### src/rtl/dag_unit.sv
// -----------------------------------------------------------------------------
// dag_unit -- data address generator
//
// Produces the data-memory address for every DM access and owns the eight
// index/modify/length/base register sets (I0-I7, M0-M7, L0-L7, B0-B7).
// Addresses come out one cycle after the request, either pre-modified
// (I + M, index untouched) or post-modified (I, then the index advances by M
// with optional circular-buffer wrap inside [B, B+L)).
//
// Ports
//   clk            system clock, all state changes on the rising edge
//   reset          synchronous, active-low reset
//   ps_dg_en       DM access this cycle, generate an address
//   ps_dg_premod   1 = pre-modify, 0 = post-modify
//   ps_dg_iadd     index register select
//   ps_dg_madd     modify register select
//   ps_dg_imm_en   use ps_dg_imm_mod instead of M[madd]
//   ps_dg_imm_mod  immediate modifier, two's complement
//   ps_dg_wrt_en   register write strobe
//   ps_dg_wrt_add  write select: [4:3] group (I/M/L/B), [2:0] register
//   bc_dg_dt       write data from the shared bus (low DMA_SIZE bits used)
//   ps_dg_rd_en    register read strobe
//   ps_dg_rd_add   read select, same encoding as ps_dg_wrt_add
//   dg_dm_add      registered DM address
//   dg_bc_dt       registered read data, zero-extended to the bus width
//
// DMA_SIZE must not exceed DMD_SIZE.
// -----------------------------------------------------------------------------
module dag_unit #(
  parameter int DMA_SIZE = 16,
  parameter int DMD_SIZE = 16
) (
  input  logic                clk,
  input  logic                reset,
  input  logic                ps_dg_en,
  input  logic                ps_dg_premod,
  input  logic [2:0]          ps_dg_iadd,
  input  logic [2:0]          ps_dg_madd,
  input  logic                ps_dg_imm_en,
  input  logic [DMA_SIZE-1:0] ps_dg_imm_mod,
  input  logic                ps_dg_wrt_en,
  input  logic [4:0]          ps_dg_wrt_add,
  input  logic [DMD_SIZE-1:0] bc_dg_dt,
  input  logic                ps_dg_rd_en,
  input  logic [4:0]          ps_dg_rd_add,
  output logic [DMA_SIZE-1:0] dg_dm_add,
  output logic [DMD_SIZE-1:0] dg_bc_dt
);

  // Register group encoding shared by the write and read select fields.
  typedef enum logic [1:0] {
    GRP_I = 2'b00,
    GRP_M = 2'b01,
    GRP_L = 2'b10,
    GRP_B = 2'b11
  } reg_grp_e;

  typedef logic [DMA_SIZE-1:0] addr_t;
  typedef logic [DMA_SIZE:0]   addr_ext_t;

  addr_t i_reg [8];
  addr_t m_reg [8];
  addr_t l_reg [8];
  addr_t b_reg [8];

  // ---------------------------------------------------------------------------
  // Address datapath
  // ---------------------------------------------------------------------------
  addr_t     i_cur;
  addr_t     l_cur;
  addr_t     b_cur;
  addr_t     mv;
  logic      mv_neg;
  addr_t     lin_sum;
  addr_ext_t circ_sum;
  addr_ext_t circ_top;
  addr_t     next_i;

  always_comb begin
    i_cur   = i_reg[ps_dg_iadd];
    l_cur   = l_reg[ps_dg_iadd];
    b_cur   = b_reg[ps_dg_iadd];
    mv      = ps_dg_imm_en ? ps_dg_imm_mod : m_reg[ps_dg_madd];
    mv_neg  = mv[DMA_SIZE-1];
    lin_sum = i_cur + mv;

    // The circular sum carries one extra bit. Mv is sign-extended so a
    // negative step that stays above zero drops back into DMA_SIZE bits and
    // compares correctly against the buffer base.
    circ_sum = {1'b0, i_cur} + {mv_neg, mv};
    circ_top = {1'b0, b_cur} + {1'b0, l_cur};
  end

  // NOTE: every variable assigned in always_comb gets an unconditional
  // default first, so no path can leave it unassigned and infer a latch.
  always_comb begin
    next_i = lin_sum;
    if (l_cur != '0) begin
      next_i = circ_sum[DMA_SIZE-1:0];
      if (!mv_neg && (circ_sum >= circ_top)) begin
        // Stepped past the end of the buffer: fold back by one length.
        next_i = circ_sum[DMA_SIZE-1:0] - l_cur;
      end else if (mv_neg && (circ_sum < {1'b0, b_cur})) begin
        // Stepped below the base: fold forward by one length.
        next_i = circ_sum[DMA_SIZE-1:0] + l_cur;
      end
    end
  end

  // ---------------------------------------------------------------------------
  // Register read mux
  // ---------------------------------------------------------------------------
  reg_grp_e            rd_grp;
  logic [2:0]          rd_idx;
  addr_t               rd_val;
  logic [DMD_SIZE-1:0] rd_ext;

  always_comb begin
    rd_grp = reg_grp_e'(ps_dg_rd_add[4:3]);
    rd_idx = ps_dg_rd_add[2:0];
    unique case (rd_grp)
      GRP_I:   rd_val = i_reg[rd_idx];
      GRP_M:   rd_val = m_reg[rd_idx];
      GRP_L:   rd_val = l_reg[rd_idx];
      default: rd_val = b_reg[rd_idx];
    endcase
    rd_ext                 = '0;
    rd_ext[DMA_SIZE-1:0]   = rd_val;
  end

  // Only the low DMA_SIZE bits of the bus are ever stored.
  logic unused_bus_bits;
  assign unused_bus_bits = ^bc_dg_dt;

  reg_grp_e   wr_grp;
  logic [2:0] wr_idx;
  addr_t      wr_val;

  assign wr_grp = reg_grp_e'(ps_dg_wrt_add[4:3]);
  assign wr_idx = ps_dg_wrt_add[2:0];
  assign wr_val = bc_dg_dt[DMA_SIZE-1:0];

  // ---------------------------------------------------------------------------
  // State
  // ---------------------------------------------------------------------------
  // NOTE: sequential state uses non-blocking assignments only. That makes
  // every right-hand side see pre-edge values (so a concurrent read returns
  // the old register), and when two updates target the same element the
  // later statement wins -- the write below deliberately follows the
  // post-modify update so a bus write overrides it.
  always_ff @(posedge clk) begin
    if (!reset) begin
      // NOTE: the register file is only 32 words of flops, and the
      // architecture requires every I/M/L/B to read back zero after reset,
      // so it is cleared here rather than left uninitialised like a RAM.
      for (int n = 0; n < 8; n++) begin
        i_reg[n] <= '0;
        m_reg[n] <= '0;
        l_reg[n] <= '0;
        b_reg[n] <= '0;
      end
      dg_dm_add <= '0;
      dg_bc_dt  <= '0;
    end else begin
      if (ps_dg_en) begin
        if (ps_dg_premod) begin
          dg_dm_add <= lin_sum;
        end else begin
          dg_dm_add            <= i_cur;
          i_reg[ps_dg_iadd]    <= next_i;
        end
      end

      if (ps_dg_wrt_en) begin
        unique case (wr_grp)
          GRP_I: i_reg[wr_idx] <= wr_val;
          GRP_M: m_reg[wr_idx] <= wr_val;
          GRP_L: l_reg[wr_idx] <= wr_val;
          default: begin
            // Loading a base also restarts the index at the buffer start.
            b_reg[wr_idx] <= wr_val;
            i_reg[wr_idx] <= wr_val;
          end
        endcase
      end

      if (ps_dg_rd_en) begin
        dg_bc_dt <= rd_ext;
      end
    end
  end

endmodule
### config.mk
export PLATFORM = sky130hd
export DESIGN_NAME = dag_unit
export DESIGN_NICKNAME = d
export VERILOG_FILES = /design/src/rtl/dag_unit.sv
export SDC_FILE = /design/constraint.sdc
export NUM_CORES = 1
export LEC_CHECK = 0
export CAP_MARGIN = 40
export CORE_ASPECT_RATIO = 0.9
export CORE_UTILIZATION = 45
export DETAILED_ROUTE_END_ITERATION = 7
export GPL_TIMING_DRIVEN = 0
export PLACE_DENSITY = 0.73
export SLEW_MARGIN = 20
export SYNTH_ARGS = -nofsm -noshare
export SYNTH_HDL_FRONTEND = slang
export SYNTH_SLANG_ARGS = --single-unit
### constraint.sdc
create_clock -name clk -period 19.4 [get_ports clk]
set_clock_uncertainty 0.1 [all_clocks]
set_input_delay 5.82 -clock clk [delete_from_list [all_inputs] [get_ports clk]]
set_output_delay 5.82 -clock clk [all_outputs]
set_load 0.05 [all_outputs]
==> summary.txt <==
STA
  – WHS: about 0.38 ns
  – Max-slew violation count: 0
  – Final hold vios: 0
  – Period utilisation layout: a little under nine tenths
  – Final min period: 16.50 ns
  – Worst slew margin: 26.7%
  – Final setup violation count: 0
  – Slew @ Worst Pin: between 1 and 1.5 ns
  – RSZ-0062 raised after global routing: no
  – TNS Setup: 0 ns
  – FMAX: 0.0606 GHz

Floorplan
  – Die width: roughly 290 um
  – Die ar.: between 0.07 and 0.08 mm^2
  – Core ar.: between 0.07 and 0.08 mm^2
  – # rows: 93
  – Io pins: just under 90
  – Die Span Y: 257 um
  – Initial Util: between 40% and 50%

Clock network
  – Clock sinks: ~540
  – Clock Tree Buf Depth: 3
  – Clock-pin slew on the worst setup and hold paths: roughly 0.06 ns
  – TritonCTS Buffers: 58
  – Post-CTS Setup Repair Bufs: 0
  – H-tree Lvls: 2
  – Hold Buf Count CTS: 0
  – Clk_lat worst skew: ~0.66 ns
  – PostCTS Resize Cnt: 0
  – Root buffer cell: clkbuf_16
  – TritonCTS clock tree: done

Route
  – WL/cell: approximately 34 um
  – Initial DRC count: between 3000 and 4000
  – ANT nets after route: 0
  – DR vias: 26100
  – DRC errors left: 0
  – Via/cell ratio: 6.82
  – DRT Pass-1 Iters: 8
  – Total routed wirelength: 129000 um

Yosys
  – FF+latch count, synth: roughly 540
  – EDFF count, synth: between 500 and 600
  – Ranking of synthesized cells by area: edfxtp_1, mux4_2, and2_1, ha_1, a22o_1
  – Async SR Flop Fraction: 0%
  – Syn avg cell area: 12.6 um^2
  – Post-synth top area cell: edfxtp_1
  – Cell variety after synth: 87
  – Seq/Total Area, Yosys: about half
  – Ys flop type: edfxtp_1
  – Cells after Synth: 2578
  – Synthesized cell area: approximately 0.033 mm^2
  – Area share of the largest cell type after synthesis: a little under half
  – Count leader, synth: edfxtp_1
  – Top cells by count, synth: edfxtp_1, and2_1, mux4_2
  – Yosys Warn Count: 0
  – Syn_nets: 2728

Worst setup path
  – CP max stage cell: clkbuf_1
  – Worst path required time: between 15 and 20 ns
  – Crit start category: primary input
  – Crit path largest cell delay: between 0.6 and 0.7 ns
  – Setup CP Type: in -> reg
  – Origin of the critical flop-to-flop path: m_reg[4][0]
  – WP data arrival: ~17 ns
  – Peak fanout along the critical path: 10
  – Crit. End Element: register
  – Crit path from: ps_dg_iadd[0]
  – Most used cell, CP: clkbuf_1

GRT
  – Routing usage on met1: a little over two fifths
  – Global-route wire length before repair: approximately 180000 um
  – Congestion Overflow GR: 0
  – Grt met3 use: 14.8%
  – Largest net degree at the start of global routing: 17
  – Total GRT Usage: ~35%
  – Initial antenna violation count: 10
  – Grt peak-use layer: met2
  – Met2 usage: between 40 and 50%
  – Vias in the first global route: about 25000

Power and ir drop
  – PwrDens: around 96 mW/mm^2
  – Leak Pwr: 13.8 nW
  – Worst VDD drop: 0.0841 mV

Finish
  – Area Overhead vs Synth: 16.0%
  – Fraction of layout cells with a size suffix above 1: about 17%
  – Number of nets in the layout: slightly below 3000

Place
  – # port buffers: 74
  – Routability cong.: ~1.0
  – Dpl hpwl: 98000 um

Min path
  – Worst hold path type: reg -> reg
  – HP Start: dg_bc_dt[6]

Flow run
  – Maxcap violations: 0

Run status
  – Status: completed
==> worst paths after layout <==
check | to | slack, ns | depth (start not counted)
worst max-delay path | i_reg[0][8] | 2.90 | 31
worst min-delay path | dg_bc_dt[6] | 0.38 | 1
worst max register to register | i_reg[0][8] | 10.74 | 24
worst min register to register | dg_bc_dt[6] | 0.38 | 1
==> critical path, delay by kind of cell <==
family | cells | cell delay, ns
AO/OA/AOI/OAI | 10 | 2.90
XOR/XNOR | 1 | 0.56
adder cells (fa/ha/maj) | 2 | 0.81
buffers and inverters | 9 | 3.78
AND/OR/NAND/NOR | 9 | 2.84
==> per-stage QoR <==
step,cells,instance area [um^2],utilization (%),setup WS [ns],total power (W)
2_1_floorplan,2578,32600,-,6.04,0.00206
3_3_place_gp,3602,34500,48.2,2.43,0.00241
3_5_place_dp,3686,35600,49.8,2.53,0.00246
4_1_cts,3795,37500,52.4,3.17,0.00356
5_1_grt,3819,37700,52.7,2.59,0.00371
6_report,3830,37800,52.8,2.90,0.00362
==> layout make-up <==
type                            instances  area, um^2
Clock inverter                         34         288
Tap cell                              950        1190
Multi-Input combinational cell       1760       15700
Inverter                               63         236
Buffer                                211         861
Timing Repair Buffer                  182        1900
Sequential cell                       544       16000
Clock buffer                           75        1600
Fill cell                            5976       33800
Antenna cell                           11        27.5
==> metal layers <==
| metal | up-vias | wire length (um) | part of all wire [%] |
|---|---|---|---|
| met4 | 8 | 8240 | 6.4 |
| met1 | 12900 | 45500 | 35 |
| met5 | - | 208 | 0.16 |
| li1 | 10500 | - | - |
| met3 | 447 | 20800 | 16 |
| met2 | 2234 | 53900 | 42 |
==> where the power goes <==
| group | total [W] | internal [W] | leakage [nW] | switching (W) |
|---|---|---|---|---|
| registers | 0.00139 | 0.00135 | 5.25 | 0.0000373 |
| logic | 0.00111 | 0.000390 | 7.62 | 0.000716 |
| clock network | 0.00112 | 0.000625 | 0.932 | 0.000498 |
| total | 0.00362 | 0.00237 | 13.8 | 0.00125 |
==> cells by family (layout without fill, tap and decap cells) <==
group / count (synthesis) / in the layout / synth area share [%]
and+or+nand+nor: 789 / 789 / 13.3
AOI/OAI and AO/OA: 564 / 564 / 12.9
DFF: 544 / 544 / 49.2
muxes: 284 / 284 / 16.7
buffers and inverters: 274 / 565 / 3.35
adders and majority gates: 96 / 96 / 3.77
xor gates and xnor gates: 27 / 27 / 0.768
other: 0 / 11 / 0
==> placed cells by master (no fill, tap or decap), drive strengths merged, types with 9 or more instances in the layout <==
cell type	instances
nand4	13
mux2	19
and3	15
buf	149
nor3	19
o21bai	11
nor2b	13
and4	11
clkdlybuf4s50	74
o21ai	118
and2	392
clkbuf	244
o211ai	9
o21a	9
nand2	152
clkinv	27
o211a	28
mux2i	59
edfxtp	512
inv	66
nand3b	11
diode	11
o22ai	13
a221o	11
xnor2	18
a21oi	65
nor2	95
ha	91
a22oi	87
nand2b	13
a21o	26
or2	13
a22o	76
nand3	31
a32o	17
dfxtp	32
a221oi	26
mux4	206
Power figures use the tool's default switching activity.
